### src/rtl/alu_issue_sequencer_pkg.sv
// Shared opcode, state and flag-bit constants for the ALU issue sequencer.
package alu_issue_sequencer_pkg;

    localparam int OPC_W = 5;
    typedef logic [OPC_W-1:0] opcode_t;

    localparam opcode_t OP_NOP  = 5'd0;
    localparam opcode_t OP_ADD  = 5'd1;
    localparam opcode_t OP_SUB  = 5'd2;
    localparam opcode_t OP_MUL  = 5'd3;
    localparam opcode_t OP_DIV  = 5'd4;
    localparam opcode_t OP_NOT  = 5'd5;
    localparam opcode_t OP_AND  = 5'd6;
    localparam opcode_t OP_OR   = 5'd7;
    localparam opcode_t OP_XOR  = 5'd8;
    localparam opcode_t OP_INC  = 5'd9;
    localparam opcode_t OP_CMP  = 5'd10;
    localparam opcode_t OP_RR   = 5'd11;
    localparam opcode_t OP_RL   = 5'd12;
    localparam opcode_t OP_SETB = 5'd13;
    localparam opcode_t OP_CLRB = 5'd14;
    localparam opcode_t OP_CPLB = 5'd15;
    localparam opcode_t OP_SETF = 5'd16;
    localparam opcode_t OP_CLRF = 5'd17;
    localparam opcode_t OP_CPLF = 5'd18;
    localparam opcode_t OP_MOVB = 5'd19;
    localparam opcode_t OP_LBL  = 5'd20;
    localparam opcode_t OP_LBH  = 5'd21;
    localparam opcode_t OP_MOV  = 5'd22;

    localparam logic [1:0] ST_IDLE  = 2'd0;
    localparam logic [1:0] ST_EXEC  = 2'd1;
    localparam logic [1:0] ST_WB_HI = 2'd2;

    localparam int FLAG_C   = 0;
    localparam int FLAG_V   = 1;
    localparam int FLAG_CMP = 2;
    localparam int FLAG_EQ  = 3;
    localparam int FLAG_IO  = 4;
    localparam int FLAG_P   = 5;
    localparam int FLAG_N   = 6;
    localparam int FLAG_Z   = 7;

endpackage

### src/rtl/alu_issue_sequencer_alu_op_classifier.sv
// Decodes a captured opcode into ALU-class, register-write and dual-write attributes.
module alu_op_classifier
    import alu_issue_sequencer_pkg::*;
(
    input  logic [OPC_W-1:0] opcode,
    input  logic             op2_is_zero,
    output logic             is_alu,
    output logic             writes_rd,
    output logic             dual_write
);

    always_comb begin
        is_alu     = 1'b0;
        writes_rd  = 1'b0;
        dual_write = 1'b0;
        case (opcode)
            OP_ADD, OP_SUB, OP_MUL, OP_DIV, OP_NOT, OP_AND, OP_OR, OP_XOR,
            OP_INC, OP_RR, OP_RL, OP_SETB, OP_CLRB, OP_CPLB: begin
                is_alu    = 1'b1;
                writes_rd = 1'b1;
            end
            OP_CMP, OP_SETF, OP_CLRF, OP_CPLF, OP_MOVB: begin
                is_alu = 1'b1;
            end
            OP_LBL, OP_LBH, OP_MOV: begin
                writes_rd = 1'b1;
            end
            default: ;
        endcase
        // A zero divisor leaves only the saturated quotient to write.
        dual_write = (opcode == OP_MUL) || ((opcode == OP_DIV) && !op2_is_zero);
    end

endmodule

### src/rtl/alu_issue_sequencer.sv
// Issue stage between decode and the combinational ALU: captures operands,
// owns the flag register and sequences one or two register-file writes.
module alu_issue_sequencer
    import alu_issue_sequencer_pkg::*;
#(
    parameter int DATA_W = 16,
    parameter int REG_AW = 3
) (
    input  logic              clk,
    input  logic              reset,
    input  logic              issue_valid,
    output logic              issue_ready,
    input  logic [4:0]        issue_opcode,
    input  logic [REG_AW-1:0] issue_rd,
    input  logic [REG_AW-1:0] issue_rs1,
    input  logic [REG_AW-1:0] issue_rs2,
    input  logic [DATA_W-1:0] issue_rs1_data,
    input  logic [DATA_W-1:0] issue_rs2_data,
    input  logic [7:0]        issue_imm,
    input  logic [3:0]        issue_bitpos,
    input  logic              issue_bit_in,
    output logic              alu_en,
    output logic [4:0]        alu_opcode,
    output logic [DATA_W-1:0] alu_op1,
    output logic [DATA_W-1:0] alu_op2,
    output logic [7:0]        alu_imm,
    output logic [3:0]        alu_bitpos,
    output logic              alu_bit_in,
    output logic [REG_AW-1:0] alu_rd,
    input  logic [DATA_W-1:0] alu_result_0,
    input  logic [DATA_W-1:0] alu_result_1,
    input  logic [DATA_W-1:0] alu_next_flags,
    output logic [DATA_W-1:0] current_flags,
    output logic              wb_en,
    output logic [REG_AW-1:0] wb_addr,
    output logic [DATA_W-1:0] wb_data,
    output logic              busy
);

    logic [1:0]        state_reg, state_next;
    logic [4:0]        opcode_reg;
    logic [REG_AW-1:0] rd_reg;
    logic [DATA_W-1:0] op1_reg, op2_reg, hi_q_reg, flags_reg;
    logic [7:0]        imm_reg;
    logic [3:0]        bitpos_reg;
    logic              bit_in_reg;

    logic is_alu, writes_rd, dual_write;
    logic in_exec, in_wb_hi, capture;

    logic [REG_AW-1:0] src_addr [2];
    logic [DATA_W-1:0] src_data [2];
    logic [DATA_W-1:0] src_fwd  [2];

    alu_op_classifier u_classifier (
        .opcode      (opcode_reg),
        .op2_is_zero (op2_reg == '0),
        .is_alu      (is_alu),
        .writes_rd   (writes_rd),
        .dual_write  (dual_write)
    );

    assign in_exec  = (state_reg == ST_EXEC);
    assign in_wb_hi = (state_reg == ST_WB_HI);

    assign issue_ready = !(in_exec && dual_write);
    assign capture     = issue_valid && issue_ready;
    assign busy        = (state_reg != ST_IDLE);

    assign wb_en   = (in_exec && writes_rd) || in_wb_hi;
    assign wb_addr = in_wb_hi ? rd_reg + REG_AW'(1) : rd_reg;
    assign wb_data = in_wb_hi ? hi_q_reg : alu_result_0;

    assign alu_en        = in_exec && is_alu;
    assign alu_opcode    = opcode_reg;
    assign alu_op1       = op1_reg;
    assign alu_op2       = op2_reg;
    assign alu_imm       = imm_reg;
    assign alu_bitpos    = bitpos_reg;
    assign alu_bit_in    = bit_in_reg;
    assign alu_rd        = rd_reg;
    assign current_flags = flags_reg;

    assign src_addr[0] = issue_rs1;
    assign src_addr[1] = issue_rs2;
    assign src_data[0] = issue_rs1_data;
    assign src_data[1] = issue_rs2_data;

    // The register file has not yet absorbed the write in flight, so bypass it.
    genvar gi;
    generate
        for (gi = 0; gi < 2; gi++) begin : g_fwd
            assign src_fwd[gi] = (wb_en && (src_addr[gi] == wb_addr)) ? wb_data : src_data[gi];
        end
    endgenerate

    always_comb begin
        state_next = ST_IDLE;
        case (state_reg)
            ST_IDLE:  state_next = capture ? ST_EXEC : ST_IDLE;
            ST_EXEC:  state_next = dual_write ? ST_WB_HI : (capture ? ST_EXEC : ST_IDLE);
            ST_WB_HI: state_next = capture ? ST_EXEC : ST_IDLE;
            default:  state_next = ST_IDLE;
        endcase
    end

    always_ff @(posedge clk) begin
        if (reset) begin
            state_reg  <= ST_IDLE;
            opcode_reg <= '0;
            rd_reg     <= '0;
            op1_reg    <= '0;
            op2_reg    <= '0;
            imm_reg    <= '0;
            bitpos_reg <= '0;
            bit_in_reg <= 1'b0;
            hi_q_reg   <= '0;
            flags_reg  <= '0;
        end else begin
            state_reg <= state_next;
            if (in_exec && is_alu) begin
                flags_reg <= alu_next_flags;
            end
            if (in_exec && dual_write) begin
                hi_q_reg <= alu_result_1;
            end
            if (capture) begin
                opcode_reg <= issue_opcode;
                rd_reg     <= issue_rd;
                op1_reg    <= src_fwd[0];
                op2_reg    <= src_fwd[1];
                imm_reg    <= issue_imm;
                bitpos_reg <= issue_bitpos;
                bit_in_reg <= issue_bit_in;
            end
        end
    end

endmodule

### config.mk
export PLATFORM = sky130hd
export DESIGN_NAME = alu_issue_sequencer
export DESIGN_NICKNAME = d
export VERILOG_FILES = /design/src/rtl/alu_issue_sequencer_pkg.sv /design/src/rtl/alu_issue_sequencer_alu_op_classifier.sv /design/src/rtl/alu_issue_sequencer.sv
export SDC_FILE = /design/constraint.sdc
export NUM_CORES = 1
export LEC_CHECK = 0
export ABC_CLOCK_PERIOD_IN_PS = 2700
export BUFFER_PORTS_ARGS = -buffer_cell sky130_fd_sc_hd__clkbuf_2
export CAP_MARGIN = 20
export CORE_MARGIN = 2
export CORE_UTILIZATION = 48
export CTS_BUF_LIST = sky130_fd_sc_hd__clkbuf_2 sky130_fd_sc_hd__clkbuf_4 sky130_fd_sc_hd__clkbuf_8
export DETAILED_ROUTE_END_ITERATION = 10
export GPL_TIMING_DRIVEN = 1
export PLACE_DENSITY = 0.86
export SYNTH_ARGS = -nofsm -noshare
export SYNTH_HDL_FRONTEND = slang
export SYNTH_SLANG_ARGS = --single-unit
### constraint.sdc
create_clock -name clk -period 2.7 [get_ports clk]
set_clock_uncertainty 0.05 [all_clocks]
set_input_delay 0.54 -clock clk [delete_from_list [all_inputs] [get_ports clk]]
set_output_delay 0.54 -clock clk [all_outputs]
set_load 0.02 [all_outputs]
* Yosys cells after proc, flatten, opt, wreduce, memory -nomap -nowiden
Index checks and enable logic that the tools add are counted.
Cells by class: multiplexer cells 9, add/subtract/negate cells 1, eq/ne operators 26, reductions and logical operators 17
Operators by type and width (number):
- $mux W16 | 3
- $eq A5 B4 Y1 const B | 8
- $eq A5 B5 Y1 const B | 7
- $eq A5 B3 Y1 const B | 4
- $reduce_or A19 Y1 | 1
- $reduce_or A17 Y1 | 1
- $logic_not A16 Y1 | 1
- $eq A5 B2 Y1 const B | 2
- $logic_and A1 B1 Y1 | 7
- $eq A3 B3 Y1 | 2
- $eq A5 B1 Y1 const B | 1
- $pmux W2 S2 | 1
- $add A3 B1 Y3 const B | 1
- $mux W1 | 3
- $mux W3 | 1
- $eq A2 B1 Y1 const B | 1
- $eq A2 B2 Y1 const B | 1
- $logic_not A1 Y1 | 2
- $logic_not A2 Y1 | 1
- $logic_or A1 B1 Y1 | 2
- $mux W2 | 1
- $reduce_bool A2 Y1 | 1
- $reduce_or A2 Y1 | 1
Storage, ports and cells: register bits after elaboration 87, logic and storage cells 63

* Longest topological paths before layout
depth in word-level cells 10, mapped depth 9, gate-level depth less buffers 6

* Cells and area by module
Synthesis repeated with hierarchy kept, for this count alone.
Second synthesis, totals: cell total of the unflattened synthesis 547, area, all modules 4450.5 um^2
Modules (own cells, without submodules):
- alu_issue_sequencer | cells each 536, seq. area each 1741.7 um^2, area an instance 4367.9 um^2, instances 1
- alu_op_classifier | cells each 11, seq. area each 0.0 um^2, area an instance 82.6 um^2, instances 1

* Least setup slack after synthesis
No wires, ideal clock.
path kind reg2reg, start register rd_reg[0], in the netlist alu_rd[0], end register op1_reg[10], in the netlist alu_op1[10], stages on the path, launching flop included 8, arrival time 2.070 ns, buffers on the path 1, setup slack 0.460 ns, required time 2.530 ns, library setup time 0.120 ns, period minus slack after synthesis 2.240 ns, cell sequence dfxtp_1 -> ha_1 -> xor2_1 -> or3_1 -> a21oi_2 -> clkbuf_1 -> a2111o_1 -> nand3_1
On the way: longest elaborated chain between the ends 5
Ends and longest elaborated chain:
- start: declaration | RTL line alu_issue_sequencer.sv:42 | logic [REG_AW-1:0] rd_reg;
- start signal: assignment | RTL line alu_issue_sequencer.sv:129 | rd_reg <= issue_rd;
- $add A3 B1 Y3 | RTL line alu_issue_sequencer.sv:71 | assign wb_addr = in_wb_hi ? rd_reg + REG_AW'(1) : rd_reg;
- $mux W3 * | RTL line alu_issue_sequencer.sv:71
- $eq A3 B3 Y1 * | RTL line alu_issue_sequencer.sv:93 | assign src_fwd[gi] = (wb_en && (src_addr[gi] == wb_addr)) ? wb_data : src_data[gi];
- $logic_and A1 B1 Y1 * | RTL line alu_issue_sequencer.sv:93
- $mux W16 * | RTL line alu_issue_sequencer.sv:93
- end signal: assignment | RTL line alu_issue_sequencer.sv:130 | op1_reg <= src_fwd[0];
- end: declaration | RTL line alu_issue_sequencer.sv:43 | logic [DATA_W-1:0] op1_reg, op2_reg, hi_q_reg, flags_reg;
Every way passes the cells marked *; elsewhere a longest branch is shown, timed or not. A chain may end at the register's enable or synchronous reset.

* Final worst setup path
start register op2_reg[3], in the netlist alu_op2[3], end output issue_ready
On the way: longest elaborated chain between the ends 6
Ends and longest elaborated chain:
- start: declaration | RTL line alu_issue_sequencer.sv:43
- start signal: assignment | RTL line alu_issue_sequencer.sv:131 | op2_reg <= src_fwd[1];
- $logic_not A16 Y1 | RTL line alu_issue_sequencer.sv:57 | .op2_is_zero (op2_reg == '0),
- $logic_not A1 Y1 | RTL line alu_issue_sequencer_alu_op_classifier.sv:31 | dual_write = (opcode == OP_MUL) || ((opcode == OP_DIV) && !op2_is_zero);
- $logic_and A1 B1 Y1 | RTL line alu_issue_sequencer_alu_op_classifier.sv:31
- $logic_or A1 B1 Y1 | RTL line alu_issue_sequencer_alu_op_classifier.sv:31
- $logic_and A1 B1 Y1 | RTL line alu_issue_sequencer.sv:66 | assign issue_ready = !(in_exec && dual_write);
- $logic_not A1 Y1 | RTL line alu_issue_sequencer.sv:66
- end: declaration | RTL line alu_issue_sequencer.sv:12 | output logic issue_ready,
No other way between the ends.

==> impl_metrics.csv <==
group,metric,value,unit
outcome,status,"finished clean",
global_route,grt_pass1_vias,4250,
global_route,grt_overflow_total,0,
logic_synthesis,synth_seq_area_share,37.94,%
pwr,ir_drop,0.2816,mV
cells_and_area,area_growth,28.89,%
pwr,switching_share,30.64,%
placed_design,port_buffers,201,
floorplanning,dieWidth,101.8,µm
drt,drt_wl_total,13.19,mm
cells_and_area,diodes,0,
logic_synthesis,ys_async_sr_fraction,0,%
clock_tree,clockBufferDepth,2,
logic_synthesis,synth_top_area_share,37.94,%
logic_synthesis,syn-cell-area,4591,µm²
pwr,p_int,2.064,mW
logic_synthesis,synth_cell_types,50,
global_route,grt_max_degree,61,
clock_tree,h-tree-depth,3,
pwr,power.switching,0.9119,mW
logic_synthesis,yosys-top-cells-area,"dfxtp_1 38%, nand3b_1 7.8%, mux2i_1 7.2%, nand2b_1 4.8%, nand4_1 4.5%",
worst_setup_path,setup.worst_path.start_class,"flip-flop",
logic_synthesis,yosysWarnings,0,
global_route,track_usage,24.94,%
worst_setup_path,cp_slowest_cell,"nor4_1",
global_route,grt_pass1_wl,20.47,mm
clock_tree,cts_tree,"done",
placed_design,hpwlAfterDp,9.882,mm
drt,ant_nets,0,
global_route,antenna_found_initial,0,
placed_design,place.gp.congestion,0.7990,
clock_tree,cts_buffers,9,
worst_setup_path,worst-setup-path-type,"flip-flop to output pin",
logic_synthesis,synth_ff_type,"dfxtp_1",
worst_setup_path,critical_path_required,2.11,ns
drt,drt_pass1_iterations,5,
pwr,clkPwrFrac,31.7,%
floorplanning,coreArea,9240,µm²
sta,slew_headroom,62.02,%
floorplanning,dieArea,10360,µm²
worst_setup_path,endpoint_kind,"output pin",
clock_tree,ctsResizeCount,0,
sta,hold_viol_final,0,
clock_tree,cts-root-buf,"clkbuf_8",
sta,rsz0062_at_grt,"false",
logic_synthesis,ys_ff_latch,87,
drt,drc,0,
logic_synthesis,synth-edff-count,0,
logic_synthesis,synth_nets,621,
floorplanning,start_util,49.68,%
worst_setup_path,crit_chain,"nor4_1 > nand4_1 > a2bb2oi_1 > nor3_2 > inv_2 > clkbuf_2",
floorplanning,rows,35,
floorplanning,die_h,101.8,µm
drt,vias,4449,
pwr,seqPwrFrac,47.1,%
worst_setup_path,max_stage_delay,0.44,ns
pwr,p_leak,2.781,nW
pwr,p_per_area,502.9,nW/µm²
sta,fmax,402.5,MHz
drt,viasPerCell,5.393,
clock_tree,clk_pin_slew_worst_paths,0.10,ns
logic_synthesis,synth_top_area_cell,"dfxtp_1",
sta,final_max_slew_viol_count,0,
sta,setup_viol,0,
floorplanning,ioPinCount,202,
clock_tree,clk_latency,0.35,ns
sta,setup_tns,0,ns
clock_tree,clock-sinks,87,
logic_synthesis,netlist_instances,510,
sta,finalCritPeriodShare,92.03,%
cells_and_area,postLayoutCoreUtil,64.04,%
job,drv_cap,0,
worst_setup_path,arrival,1.89,ns
clock_tree,holdBufCountCts,0,
drt,initialDrtViolationCount,188,
sta,tightest_slew,0.5675,ns
drt,wire_per_inst,15.99,µm
logic_synthesis,syn_avg_cell_area,9.001,µm²
cells_and_area,drive_gt1_share,37.93,%
hold_path,min_path_type,"primary input to flip-flop",
pwr,combPwrFrac,21.2,%
sta,final.min_clock_period,2.485,ns
worst_setup_path,crit_path_max_fanout,3,
clock_tree,post_cts_buffers,0,
cells_and_area,fin_nets,802,
-- power groups by stage --
| stage | clock network, mW | logic, mW | registers, mW |
|---|---|---|---|
| 4_1_cts | 0.962 | 0.629 | 1.40 |
| 3_3_place_gp | 0 | 0.613 | 1.42 |
| 2_1_floorplan | 0 | 0.316 | 1.49 |
| 5_1_grt | 1.02 | 0.682 | 1.41 |
| 6_report | 0.944 | 0.630 | 1.40 |
| 3_5_place_dp | 0 | 0.627 | 1.43 |
-- metal layers --
| layer | GRT usage (%) | wire length (µm) | share of wire (%) |
|---|---|---|---|
| met1 | 32.09 | 5600 | 42 |
| met2 | 40.64 | 6375 | 48 |
| met3 | 5.314 | 875 | 6.6 |
| met4 | 10.19 | 340 | 2.6 |
| met5 | 0 | 0 | 0 |
-- area by class of cell --
class	count	area, µm²
clock inverter	6	67.56
sequential	87	1742
tap	129	161.4
clock buffer	10	137.6
multi-input combinational	355	2560
timing repair buffer	218	1174
inverter	20	75.07
fill	804	3323
-- cells in the final DEF (no fill, tap or decap), drive strengths merged, types with 2 or more instances in the layout --
cell        n
a2111o     16
mux2       17
xnor2       7
clkinv      2
nor4        4
inv        21
nor2b      16
o21ai       2
a21oi      23
buf        18
dfxtp      87
nand2      44
nand3b     48
nand3      18
nor2       18
nand2b     35
clkbuf    210
or2         2
xor2        3
or3         2
mux2i      33
nand4      33
o211ai     16
clkinvlp    2
-- per-stage QoR --
| stage | setup WS (ns) | cells | hold WS, ns | total power [mW] | area (µm²) |
|---|---|---|---|---|---|
| after global routing | 0.02781 | 825 | 0.3479 | 3.111 | 5917 |
| final | 0.2153 | 825 | 0.3457 | 2.976 | 5917 |
| after floorplan | 0.4599 | 510 | 0.3945 | 1.810 | 4591 |
| after global placement | 0.5744 | 809 | 0.3911 | 2.037 | 5709 |
| after CTS | 0.1226 | 825 | 0.3367 | 2.992 | 5914 |
| after detailed placement | 0.5234 | 809 | 0.3987 | 2.057 | 5709 |
-- final timing paths --
path,start,end,slack [ns],cells after the start
max,alu_op2[3],issue_ready,0.22,6
min,issue_imm[6],alu_imm[6],0.35,3
max reg2reg,alu_opcode[1],alu_opcode[3],0.50,6
min reg2reg,alu_imm[7],alu_imm[7],0.41,2
-- cells by family after synthesis --
logic type                 Yosys count  synth area share (%)
AOI/OAI and AO/OA                   66                 12.46
xor gates and xnor gates            11                 2.399
adders and majority gates            1                0.2725
buffers and inverters               68                 6.814
DFF                                 87                 37.94
muxes                               50                 11.37
and+or+nand+nor                    227                 28.75
-- synthesized netlist by cell type, types with 3 or more instances --
cell      count
a2111o_1     16
a21oi_1      22
buf_2        15
buf_4         4
clkbuf_1     27
dfxtp_1      87
inv_1        19
mux2_1        7
mux2_2       10
mux2i_1      33
nand2_1      44
nand2b_1     35
nand3_1      18
nand3b_1     48
nand4_1      33
nor2_1       18
nor2b_1      16
nor4_1        4
o211ai_1      6
o211ai_2     10
xnor2_1       7
xor2_1        3
-- critical path: cells and delay by family (launching register included) --
kind	cells	cell delay, ns
AO/OA/AOI/OAI	1	0.27
AND/OR/NAND/NOR	3	0.69
flip-flops	1	0.34
buffers and inverters	2	0.24
(Power assumes the default switching activity.)
